--- config.mk ---
export PLATFORM = sky130hd
export DESIGN_NAME = fetch_queue
export DESIGN_NICKNAME = d
export VERILOG_FILES = /design/src/rtl/fetch_queue_pkg.sv /design/src/rtl/fetch_queue_storage.sv /design/src/rtl/fetch_queue.sv
export SDC_FILE = /design/constraint.sdc
export NUM_CORES = 1
export LEC_CHECK = 0
export ABC_AREA = 1
export BUFFER_PORTS_ARGS = -buffer_cell sky130_fd_sc_hd__buf_2
export CAP_MARGIN = 20
export CELL_PAD_IN_SITES_DETAIL_PLACEMENT = 1
export CELL_PAD_IN_SITES_GLOBAL_PLACEMENT = 2
export CORE_MARGIN = 4
export CORE_UTILIZATION = 37
export DETAILED_ROUTE_END_ITERATION = 8
export GPL_ROUTABILITY_DRIVEN = 0
export PLACE_DENSITY = 0.94
export SLEW_MARGIN = 10
export SYNTH_ARGS = -nofsm -noshare
export SYNTH_HDL_FRONTEND = slang
export SYNTH_SLANG_ARGS = --single-unit
--- constraint.sdc ---
create_clock -name clk -period 8.1 [get_ports clk]
set_clock_uncertainty 0.15 [all_clocks]
set_input_delay 1.215 -clock clk [delete_from_list [all_inputs] [get_ports clk]]
set_output_delay 1.215 -clock clk [all_outputs]
set_load 0.02 [all_outputs]
--- src/rtl/fetch_queue_pkg.sv ---
// ----------------------------------------------------------------------------
// fetch_queue_pkg
// Shared constants, the per-lane fetch bundle type and a small helper for the
// instruction fetch queue.
//   FQ_DEPTH        : number of instruction entries (power of two)
//   FETCH_WIDTH     : instructions accepted per cycle
//   ISSUE_WIDTH_MAX : instructions presented per cycle
//   DATA_LEN        : instruction word width
//   FQ_PTR_LEN      : head/tail pointer width
//   FQ_CNT_LEN      : occupancy counter width (one extra bit so that full and
//                     empty are distinguishable)
// ----------------------------------------------------------------------------
package fetch_queue_pkg;

   localparam int FQ_DEPTH        = 8;
   localparam int FETCH_WIDTH     = 2;
   localparam int ISSUE_WIDTH_MAX = 2;
   localparam int DATA_LEN        = 32;
   localparam int FQ_PTR_LEN      = $clog2(FQ_DEPTH);
   localparam int FQ_CNT_LEN      = FQ_PTR_LEN + 1;

   // One write lane into storage: v doubles as the write enable
   typedef struct packed {
      logic                v;
      logic [DATA_LEN-1:0] instr;
   } fetch_bundle_t;

   // Keeps only the contiguous run of set bits starting at lane 0, so a
   // malformed bundle such as 2'b10 contributes nothing
   function automatic logic [FETCH_WIDTH-1:0] prefix_mask(input logic [FETCH_WIDTH-1:0] val);
      logic                   run;
      logic [FETCH_WIDTH-1:0] mask;
      run  = 1'b1;
      mask = '0;
      for (int i = 0; i < FETCH_WIDTH; i++) begin
         run     = run & val[i];
         mask[i] = run;
      end
      return mask;
   endfunction

endpackage

--- src/rtl/fetch_queue_storage.sv ---
// ----------------------------------------------------------------------------
// fq_storage
// Circular instruction array with FETCH_WIDTH write ports and ISSUE_WIDTH_MAX
// read ports. Addresses wrap modulo FQ_DEPTH. Contents are not reset.
// Ports:
//   clk       : core clock
//   wr_ptr    : slot written by write lane 0; lane j writes wr_ptr+j
//   wr_bundle : per-lane write enable and data (valid lanes form a low prefix)
//   rd_ptr    : slot read by read lane 0; lane i reads rd_ptr+i
//   rd_data   : read lanes packed, lane 0 in the low bits
// ----------------------------------------------------------------------------
module fq_storage
   import fetch_queue_pkg::*;
(
   input  logic                                clk,
   input  logic [FQ_PTR_LEN-1:0]               wr_ptr,
   input  fetch_bundle_t [FETCH_WIDTH-1:0]     wr_bundle,
   input  logic [FQ_PTR_LEN-1:0]               rd_ptr,
   output logic [ISSUE_WIDTH_MAX*DATA_LEN-1:0] rd_data
);

   logic [DATA_LEN-1:0] mem [FQ_DEPTH];

   // Write lanes land in consecutive slots; pointer addition wraps naturally
   // because the pointer width is exactly log2 of the depth
   always_ff @(posedge clk) begin
      for (int j = 0; j < FETCH_WIDTH; j++) begin
         if (wr_bundle[j].v) begin
            mem[wr_ptr + FQ_PTR_LEN'(j)] <= wr_bundle[j].instr;
         end
      end
   end

   // Read lanes are unconditional; the queue masks lanes beyond occupancy
   always_comb begin
      rd_data = '0;
      for (int i = 0; i < ISSUE_WIDTH_MAX; i++) begin
         rd_data[i*DATA_LEN +: DATA_LEN] = mem[rd_ptr + FQ_PTR_LEN'(i)];
      end
   end

endmodule

--- src/rtl/fetch_queue.sv ---
// ----------------------------------------------------------------------------
// fetch_queue
// Instruction fetch queue feeding the ID->rename interface. Buffers up to
// FETCH_WIDTH fetched words per cycle and presents the ISSUE_WIDTH_MAX oldest,
// oldest in lane 0. Output holds while the ROB or RS is full; flush empties it.
// Optional build macro: FQ_BYPASS_EN (empty-queue same-cycle bypass).
// Ports:
//   clk          : core clock, rising edge
//   rst          : asynchronous active-low reset
//   fetch_val    : per-lane fetch valid (expected low-contiguous)
//   fetch_instr  : fetched words, lane 0 in the low bits
//   fetch_rdy    : room for a full FETCH_WIDTH bundle (registered count only)
//   flush        : discard all entries
//   rob_full     : dispatch stall from the ROB
//   rs_full      : dispatch stall from the RS
//   instr_val_id : per-lane output valid, low-contiguous
//   instr_id     : output words, lane 0 oldest; invalid lanes driven 0
//   fq_count     : current occupancy
//   fq_err       : sticky flag for a non-contiguous fetch_val while ready
// ----------------------------------------------------------------------------
module fetch_queue
   import fetch_queue_pkg::*;
(
   input  logic                                clk,
   input  logic                                rst,
   input  logic [FETCH_WIDTH-1:0]              fetch_val,
   input  logic [FETCH_WIDTH*DATA_LEN-1:0]     fetch_instr,
   output logic                                fetch_rdy,
   input  logic                                flush,
   input  logic                                rob_full,
   input  logic                                rs_full,
   output logic [ISSUE_WIDTH_MAX-1:0]          instr_val_id,
   output logic [ISSUE_WIDTH_MAX*DATA_LEN-1:0] instr_id,
   output logic [FQ_CNT_LEN-1:0]               fq_count,
   output logic                                fq_err
);

   logic [FQ_PTR_LEN-1:0]               head_q, tail_q;
   logic [FQ_CNT_LEN-1:0]               count_q;
   logic                                err_q;
   logic                                stall, do_push, bypass;
   logic [FETCH_WIDTH-1:0]              push_mask;
   logic [FQ_CNT_LEN-1:0]               push_n, pop_n, byp_n, wr_n;
   fetch_bundle_t [FETCH_WIDTH-1:0]     wr_bundle;
   logic [ISSUE_WIDTH_MAX*DATA_LEN-1:0] rd_data;

   assign stall     = rob_full | rs_full;
   assign fetch_rdy = (count_q <= FQ_CNT_LEN'(FQ_DEPTH - FETCH_WIDTH));
   assign push_mask = prefix_mask(fetch_val);
   assign do_push   = fetch_rdy && (|push_mask) && !flush;
   assign fq_count  = count_q;
   assign fq_err    = err_q;

`ifdef FQ_BYPASS_EN
   assign bypass = (count_q == '0) && !stall && !flush;
`else
   assign bypass = 1'b0;
`endif

   // Push size is the contiguous prefix only; pop takes every presented lane
   // or nothing, so it is simply min(count, ISSUE_WIDTH_MAX) when not stalled.
   // Bypassed lanes go straight to the output and are never written.
   always_comb begin
      push_n = '0;
      for (int i = 0; i < FETCH_WIDTH; i++) begin
         if (push_mask[i]) begin
            push_n = push_n + FQ_CNT_LEN'(1);
         end
      end
      pop_n = '0;
      if (!stall && !flush) begin
         pop_n = (count_q > FQ_CNT_LEN'(ISSUE_WIDTH_MAX)) ? FQ_CNT_LEN'(ISSUE_WIDTH_MAX) : count_q;
      end
      byp_n = '0;
      if (bypass && do_push) begin
         byp_n = (push_n > FQ_CNT_LEN'(ISSUE_WIDTH_MAX)) ? FQ_CNT_LEN'(ISSUE_WIDTH_MAX) : push_n;
      end
      wr_n = do_push ? (push_n - byp_n) : '0;
   end

   // Shift the fetch lanes down past any bypassed ones so storage always
   // writes a low prefix starting at tail
   always_comb begin
      for (int j = 0; j < FETCH_WIDTH; j++) begin
         wr_bundle[j] = '0;
         for (int k = 0; k < FETCH_WIDTH; k++) begin
            if (k == j + int'(byp_n)) begin
               wr_bundle[j].v     = do_push & push_mask[k];
               wr_bundle[j].instr = fetch_instr[k*DATA_LEN +: DATA_LEN];
            end
         end
      end
   end

   fq_storage u_storage (
      .clk       (clk),
      .wr_ptr    (tail_q),
      .wr_bundle (wr_bundle),
      .rd_ptr    (head_q),
      .rd_data   (rd_data)
   );

   // Output lanes come from registered state; with bypass active the queue
   // is empty, so the incoming prefix takes over the low lanes
   always_comb begin
      instr_val_id = '0;
      instr_id     = '0;
      for (int i = 0; i < ISSUE_WIDTH_MAX; i++) begin
         if (FQ_CNT_LEN'(i) < count_q) begin
            instr_val_id[i]                  = 1'b1;
            instr_id[i*DATA_LEN +: DATA_LEN] = rd_data[i*DATA_LEN +: DATA_LEN];
         end
      end
      for (int i = 0; i < ISSUE_WIDTH_MAX && i < FETCH_WIDTH; i++) begin
         if (FQ_CNT_LEN'(i) < byp_n) begin
            instr_val_id[i]                  = 1'b1;
            instr_id[i*DATA_LEN +: DATA_LEN] = fetch_instr[i*DATA_LEN +: DATA_LEN];
         end
      end
   end

   // Pointers and occupancy; flush wins over any push or pop in that cycle
   always_ff @(posedge clk or negedge rst) begin
      if (!rst) begin
         head_q  <= '0;
         tail_q  <= '0;
         count_q <= '0;
      end else if (flush) begin
         head_q  <= '0;
         tail_q  <= '0;
         count_q <= '0;
      end else begin
         head_q  <= head_q + FQ_PTR_LEN'(pop_n);
         tail_q  <= tail_q + FQ_PTR_LEN'(wr_n);
         count_q <= count_q + wr_n - pop_n;
      end
   end

   // Protocol error is sticky until reset; only judged while the queue listens
   always_ff @(posedge clk or negedge rst) begin
      if (!rst) begin
         err_q <= 1'b0;
      end else if (fetch_rdy && (fetch_val != push_mask)) begin
         err_q <= 1'b1;
      end
   end

endmodule

==> results of run 1 <==
area by class of cell:
type | count | area, um2 | area share, %
multi-input combinational | 1944 | 8460 | 41.7
sequential | 267 | 7970 | 39.3
timing repair buffer | 174 | 983 | 4.84
inverter | 255 | 962 | 4.74
clock buffer | 42 | 902 | 4.44
tap | 672 | 841 | 4.14
clock inverter | 16 | 188 | 0.925
layer usage:
layer / wire length [um] / track usage (%) / share of wire [%] / vias up
met1: 28500 / 32.2 / 40 / 9005
li1: - / - / - / 8485
met3: 4420 / 3.78 / 6.2 / 182
met2: 36000 / 46.2 / 50 / 628
met4: 2830 / 9.79 / 3.9 / 0
met5: 0 / 0 / 0 / -
synthesized netlist by cell type (all sizes together):
library cell	count
dfrtp	11
nand3	528
xor2	1
nor2	182
clkinv	1
xnor2	2
nor3	2
conb	1
or2	1
clkbuf	54
buf	193
nand2	1138
a31o	1
edfxtp	256
ha	9
fa	4
inv	254
o21ai	39
a21oi	36
stage by stage:
stage / std cells / utilization (%) / area [um2] / hold slack [ps]
detailed placement: 3311 / 38.4 / 19200 / 310
global placement: 3311 / 38.4 / 19200 / 303
CTS: 3369 / 40.6 / 20300 / 325
floorplan: 2713 / - / 18700 / 441
global route: 3370 / 40.6 / 20300 / 348
finish: 3370 / 40.6 / 20300 / 320
worst min-delay path by stage:
stage / endpoint / cells past startpoint
3_5_place_dp: fq_err$_DFFE_PN0P_ / 1
2_1_floorplan: fq_err$_DFFE_PN0P_ / 1
6_report: fq_err$_DFFE_PN0P_ / 1
5_1_grt: fq_err$_DFFE_PN0P_ / 1
4_1_cts: fq_err$_DFFE_PN0P_ / 1
3_3_place_gp: fq_err$_DFFE_PN0P_ / 1
logic make-up after synthesis:
kind of cell    Yosys count  share of synthesized area (%)
compound gates           76                           2.06
xor+xnor                  3                          0.181
fa+ha+maj                13                           1.03
buf+inv                 502                           12.5
flops                   267                           42.7
other cells               1                         0.0201
simple gates           1851                           41.6
flip-flops by register name (all words and copies together) (netlist names):
name / count
u_storage.mem: 256
fq_count: 4
head_q: 3
tail_q: 3
fq_err: 1
power breakdown:
group	internal (mW)	switching, mW	total [mW]
sequential	1.57	0.0230	1.60
clock	0.919	0.616	1.53
combinational	0.323	0.960	1.28
worst max-delay path: stages, from the launching register on:
cell and delay, ps:
dfrtp_2 340, buf_4 570, clkinv_1 1000, buf_4 550, nand2_1 110, a21oi_1 40, nor2_1 290, buf_2 230
==> flow_summary.yaml, run 1 <==
setup_path:
  criticalPathCategory: "reg -> out"
  reg2reg_to: "u_storage.mem[5][27]$_DFFE_PP_"
  required_ps: 6730
  crit_end: "instr_id[3]"
  r2r_start: "tail_q[0]$_DFF_PN0_"
  ff2ff_path_depth: 8
  crit_start: "head_q[2]$_DFF_PN0_"
  worst_ep_arrival_time_ps: 3690
  crit_path_end_kind: "output port"
  regToRegSetupSlack_ps: 4160
  cp_max_fo: 34
  cp-start-kind: "flop"
grt:
  grt_start_max_net_pins: 234
  track_usage_pct: 26.1
  antenna_found_initial: 1
  grt.overflow.total: 0
  grt_pass1_wl_mm: 109
  grt_pass1_vias: 19000
outcome:
  status: "finished clean"
synth:
  synth-seq-cells: 267
  synth_largest_area_cell: "edfxtp_1"
  yosysTopAreaCellShare_pct: 41.2
  syn_avg_cell_area_um2: 6.88
  ys_types: 30
  synthCells: 2713
  ys_seq_area_share_pct: 42.7
  yosysWarningCount: 0
  synth.area.top_cells: "edfxtp_1 (41%), nand2_1 (23%), nand3_1 (14%)"
  syn_area_mm2: 0.0187
  syn_nets: 2797
cts:
  cts_max_path_buffers: 3
  cts_resized: 0
  clockRootBuffer: "clkbuf_16"
  numCtsBuffers: 34
  cts.sinks: 267
  clk_pin_slew_ps: 60
  post_cts_buffers: 0
  cts_hold_buf: 0
  tritoncts: "yes"
  ctsHtreeMaxLevel: 2
  worstSkewPairLatency_ps: 540
die:
  dieWidth_um: 233
  io_pins: 143
  die_area_mm2: 0.0541
  core-area_mm2: 0.0500
  start_util_pct: 37.4
  fp-row-count: 82
  die_y_um: 233
power:
  p_leak_nw: 9.94
  peakVddDrop_mv: 0.167
  powerDensity_mw_per_mm2: 217
  fin_total_pwr_mw: 4.41
sta:
  report.final.slew_viol_count: 0
  setup_viol: 0
  max_freq_mhz: 198
  tightest_slew_ps: 1300
  finalHoldViolations: 0
  layout_worst_path_cycle_share_pct: 62.4
  rsz0062_at_grt: "no"
  post-route-min-period_ps: 5060
  maxSlewHeadroom_pct: 13.4
  setup_slack_ps: 3040
  tns_ps: 0
layout:
  fillCellCount: 6362
  drive_above_1_share_pct: 9.53
  syn_to_final_growth_pct: 8.78
  final_cell_mix: "nand2_1 (1,130), nand3_1 (527), edfxtp_1 (256)"
  nNetsFinal: 2760
  n_antenna_cell: 0
  final_common_cell: "nand2_1"
placed_design:
  dpl_worst_slack_ps: 3510
  place_hpwl_mm: 41.7
  portBuffers: 142
route:
  antenna_left: 0
  avgViaCountPerCell: 5.43
  drtPass1Iterations: 7
  drt-initial-drc-count: 1252
  wl_per_cell_um: 21.3
  wirelength_mm: 71.8
  vias: 18300
  drc: 0
job:
  cap_violations: 0
min_path:
  worstHoldStart: "fq_err$_DFFE_PN0P_"
  hp-class: "reg -> reg"
(Power assumes the default switching activity.)
==> run 2: changes to the inputs <==
- CORE_UTILIZATION: 37 -> 35
- PLACE_DENSITY: 0.94 -> 0.9
- clock period: 8.1 -> 4.8 ns (I/O delays scaled with it)
==> run 2 against run 1 <==
Net effect:
- register-to-register slack got worse by 2800 ps
- sequential cell count unchanged
- sequential power increased by 68%
- largest power group unchanged
- clock power increased by 63%
- cell area increased by 0.44%
- die area increased by 5.5%
- worst hold slack got worse by 6.7 ps
- sequential share of layout area decreased by 0.17 points
==> flow_summary.yaml, run 2 (synthesis results as in run 1) <==
route:
  wl_per_cell_um: 21.4
  drt-initial-drc-count: 1381
  drtPass1Iterations: 5
  drc: 0
  avgViaCountPerCell: 5.42
  wirelength_mm: 72.8
  antenna_left: 0
  vias: 18400
job:
  cap_violations: 0
setup_path:
  path_common_cell: "nand3_1"
  cp.buffers_inverters: 2
  criticalPathCategory: "reg -> out"
  worst_ep_arrival_time_ps: 3320
  crit_family: "buffers and inverters"
  cp-start-kind: "flop"
  required_ps: 3930
  cp_max_fo: 54
  slowest_stage: "buf_4"
  crit_path_end_kind: "output port"
  worstPathCellList: "ha_4 -> buf_4 -> nand3_1 -> nand3_1 -> nand2_1 -> nor2_1 -> buf_2"
  cpPeakStageDelay_ps: 740
die:
  start_util_pct: 35.4
  io_pins: 143
  die_area_mm2: 0.0571
  die_y_um: 239
  fp-row-count: 84
  dieWidth_um: 239
  core-area_mm2: 0.0527
power:
  peakVddDrop_mv: 0.198
  powerDensity_mw_per_mm2: 360
  p_leak_nw: 9.98
sta:
  rsz0062_at_grt: "no"
  maxSlewHeadroom_pct: 25.4
  report.final.slew_viol_count: 0
  layout_worst_path_cycle_share_pct: 87.4
  finalHoldViolations: 0
  tightest_slew_ps: 1120
  tns_ps: 0
  setup_slack_ps: 606
  post-route-min-period_ps: 4190
  setup_viol: 0
  max_freq_mhz: 238
layout:
  fillCellCount: 6644
  final_util_pct: 38.7
  largest_reg_flops: 256
  final_common_cell: "nand2_1"
  top_register: "u_storage.mem"
  nNetsFinal: 2771
  syn_to_final_growth_pct: 9.25
  drive_above_1_share_pct: 9.63
  final_cell_mix: "nand2_1 (1,129), nand3_1 (527), edfxtp_1 (256)"
placed_design:
  portBuffers: 142
  place_hpwl_mm: 44.2
  dpl_worst_slack_ps: 1090
cts:
  worstSkewPairLatency_ps: 540
  post_cts_buffers: 0
  cts_max_path_buffers: 3
  cts_hold_buf: 1
  cts.sinks: 267
  numCtsBuffers: 34
  clk_pin_slew_ps: 50
  tritoncts: "yes"
  ctsHtreeMaxLevel: 2
  clockRootBuffer: "clkbuf_16"
  cts_resized: 0
min_path:
  hp-class: "in -> reg"
outcome:
  status: "finished clean"
grt:
  grt.overflow.total: 0
  track_usage_pct: 25.0
  grt_start_max_net_pins: 213
  grt_pass1_vias: 19400
  antenna_found_initial: 4
  grt_pass1_wl_mm: 111
-- run 2: changes by cell type in the layout (fill, tap and decap cells not counted), sizes merged, moves of 2 or more --
| cell | previous run | this run |
|---|---|---|
| diode | 0 | 2 |
| buf | 174 | 184 |
| clkbuf | 42 | 50 |
| bufinv | 4 | 1 |
-- run 2: per-layer routing --
| layer | part of all wire [%] | global-route usage [%] | wire [um] |
|---|---|---|---|
| met1 | 40 | 31.0 | 29100 |
| met2 | 50 | 43.8 | 36100 |
| met3 | 6.5 | 3.77 | 4760 |
| met4 | 3.9 | 10.0 | 2840 |
| met5 | 0.0096 | 0.253 | 7 |
-- run 2: final timing paths --
| path | startpoint | end | slack, ps | depth (start not counted) |
|---|---|---|---|---|
| min in group asynchronous | rst | fq_count[3]$_DFF_PN0_ | 440 | 2 |
| max reg2reg | tail_q[0]$_DFF_PN0_ | u_storage.mem[1][28]$_DFFE_PP_ | 1370 | 7 |
| max | head_q[0]$_DFF_PN0_ | instr_id[46] | 610 | 7 |
| min reg2reg | fq_err$_DFFE_PN0P_ | fq_err$_DFFE_PN0P_ | 330 | 1 |
| min | fetch_val[1] | fq_err$_DFFE_PN0P_ | 310 | 2 |
| max in group asynchronous | rst | head_q[0]$_DFF_PN0_ | 3810 | 2 |
-- run 2: through the flow --
stage                     std cells  power (mW)  cell area [um2]  hold slack (ps)
final                          3401        7.35            20400              314
after global routing           3401        7.66            20400              321
after CTS                      3398        7.41            20400              297
after detailed placement       3337        4.91            19300              313
after global placement         3337        4.86            19300              301
after floorplan                2713        4.08            18700              274
-- run 2: layout make-up --
| type | instances | area (um2) | area share, % |
|---|---|---|---|
| Multi-Input combinational cell | 1944 | 8460 | 41.5 |
| Timing Repair Buffer | 185 | 1080 | 5.30 |
| Clock inverter | 10 | 68.8 | 0.338 |
| Clock buffer | 50 | 985 | 4.83 |
| Tap cell | 688 | 861 | 4.22 |
| Inverter | 255 | 962 | 4.72 |
| Antenna cell | 2 | 5.00 | 0.0245 |
| Sequential cell | 267 | 7970 | 39.1 |
-- run 2: where the power goes --
| part | total (mW) | internal [mW] | switching, mW |
|---|---|---|---|
| sequential | 2.69 | 2.65 | 0.0400 |
| combinational | 2.15 | 0.548 | 1.60 |
| clock | 2.50 | 1.47 | 1.03 |
==> run 3: changes to the inputs <==
- CELL_PAD_IN_SITES_GLOBAL_PLACEMENT: 2 -> 1
- CORE_ASPECT_RATIO: default -> 0.7
- CORE_UTILIZATION: 35 -> 45
==> run 3 against run 2 <==
Net effect:
- register-to-register slack got worse by 100 ps
- non-clock buffer count fell by 9
- sequential share of layout area is 0.52 points higher
- sequential power is essentially flat
- combinational power hardly changed
- worst hold slack worse by 32 ps
- worst setup slack got worse by 430 ps
- routed wire length about the same
- maximum frequency shrank 9.3%
- sequential cell count stayed put
- die area shrank 21%
- first-iteration DRC count up 58%
- largest cell class unchanged
- highest routed layer is now met4
==> flow_summary.yaml, run 3 (synthesis results as in run 1) <==
setup_path:
  regToRegSetupSlack_ps: 1270
  required_ps: 3930
  reg2reg_to: "u_storage.mem[1][13]$_DFFE_PP_"
  ff2ff_path_depth: 6
  crit_start: "head_q[0]$_DFF_PN0_"
  worst_ep_arrival_time_ps: 3750
  criticalPathCategory: "reg -> out"
  r2r_start: "fq_count[2]$_DFF_PN0_"
  worstPathCellList: "buf_16 -> inv_4 -> buf_4 -> nand2_1 -> nand3_1 -> nand3_1 -> nand2_1 -> nor2_1 -> buf_2"
  cp_max_fo: 253
  slowest_stage: "buf_16"
  crit_path_end_kind: "output port"
  cp-start-kind: "flop"
  cpPeakStageDelay_ps: 620
cts:
  tritoncts: "yes"
  numCtsBuffers: 30
  clk_pin_slew_ps: 60
  cts_max_path_buffers: 3
  post_cts_buffers: 0
  cts.sinks: 267
  worstSkewPairLatency_ps: 580
  ctsHtreeMaxLevel: 1
  clockRootBuffer: "clkbuf_16"
sta:
  layout_worst_path_cycle_share_pct: 96.3
  setup_viol: 0
  post-route-min-period_ps: 4620
  maxSlewHeadroom_pct: 28.3
  report.final.slew_viol_count: 0
  max_freq_mhz: 216
  rsz0062_at_grt: "no"
  tightest_slew_ps: 1070
  finalHoldViolations: 0
  tns_ps: 0
layout:
  final_cell_mix: "nand2_1 (1,127), nand3_1 (527), edfxtp_1 (256)"
  top_register: "u_storage.mem"
  drive_above_1_share_pct: 9.49
  nNetsFinal: 2758
  largest_reg_flops: 256
  fin_cells: 3245
  final_common_cell: "nand2_1"
  syn_to_final_growth_pct: 7.82
route:
  avgViaCountPerCell: 5.87
  drtPass1Iterations: 6
  wirelength_mm: 72.8
  vias: 19000
  wl_per_cell_um: 22.4
  drc: 0
  antenna_left: 0
  drt-initial-drc-count: 2186
placed_design:
  numPlacedInstances: 3184
  portBuffers: 142
  place_hpwl_mm: 43.3
outcome:
  status: "finished clean"
grt:
  met3_usage_pct: 5.36
  grt_pass1_wl_mm: 112
  grt_use_met1_pct: 43.9
  met2_usage_pct: 51.8
  track_usage_pct: 31.9
  antenna_found_initial: 3
  grt_start_max_net_pins: 254
  grt.overflow.total: 0
  grt_pass1_vias: 19700
  busiest_layer: "met2"
job:
  cap_violations: 0
die:
  io_pins: 143
  die_y_um: 178
  dieWidth_um: 251
  fp-row-count: 62
  die_area_mm2: 0.0448
  start_util_pct: 45.6
  core-area_mm2: 0.0410
power:
  powerDensity_mw_per_mm2: 362
  p_leak_nw: 9.91
  peakVddDrop_mv: 0.358
min_path:
  hp-class: "in -> reg"
  hold_end: "fq_err$_DFFE_PN0P_"
  whs_path_depth: 2
  worstHoldStart: "fetch_val[1]"
[run 3: cell count changes in the layout (fill, tap and decap cells not counted), moves of 2 or more]
cell,change
buf_4,-11
bufinv_16,+3
clkbuf_1,-6
clkbuf_16,-6
clkinv_2,+4
nand2_1,-2
nand2_2,+2
[run 3: layout make-up]
type	count	area, um2
timing repair buffer	176	1050
clock buffer	37	798
clock inverter	19	198
fill	5335	20800
inverter	255	960
multi-input combinational	1944	8460
sequential	267	7970
tap	544	681
antenna	3	7.51
[run 3: worst max-delay path, delay by kind of cell (launching register included)]
family,cells,cell delay [ps]
buffers and inverters,4,1820
DFF,1,450
and+or+nand+nor,5,670
[run 3: where the power goes]
group	switching (mW)	internal, mW
sequential	0.0446	2.65
clock	1.02	1.39
combinational	1.61	0.552
[run 3: how the worst max path moves through the flow]
stage,endpoint,slack [ps]
after floorplan,u_storage.mem[0][0]$_DFFE_PP_,790
after global placement,u_storage.mem[6][14]$_DFFE_PP_,900
after detailed placement,instr_id[35],870
after CTS,instr_id[35],220
after global routing,instr_id[35],8
final,instr_id[35],180
[run 3: layer usage]
| metal | part of all wire, % | vias to the layer above |
|---|---|---|
| met5 | 0 | - |
| met4 | 2.9 | 0 |
| met3 | 10 | 173 |
| met2 | 46 | 1081 |
| met1 | 41 | 9314 |
| li1 | - | 8475 |
[run 3: through the flow]
step / util [%] / hold slack (ps) / total power [mW] / area, um2 / worst slack [ps]
4_1_cts: 49.0 / 271 / 7.23 / 20100 / 220
3_3_place_gp: 46.5 / 298 / 4.80 / 19100 / 901
6_report: 49.1 / 282 / 7.28 / 20100 / 176
3_5_place_dp: 46.6 / 304 / 4.86 / 19100 / 874
2_1_floorplan: - / 274 / 4.08 / 18700 / 792
5_1_grt: 49.1 / 270 / 7.53 / 20100 / 7.93
[run 3: repair_timing]
item                       4_1_cts  5_1_grt
hold buffers                     1        0
resized for setup                0        1
setup endpoints to repair        0        2
hold endpoints to repair        11        0
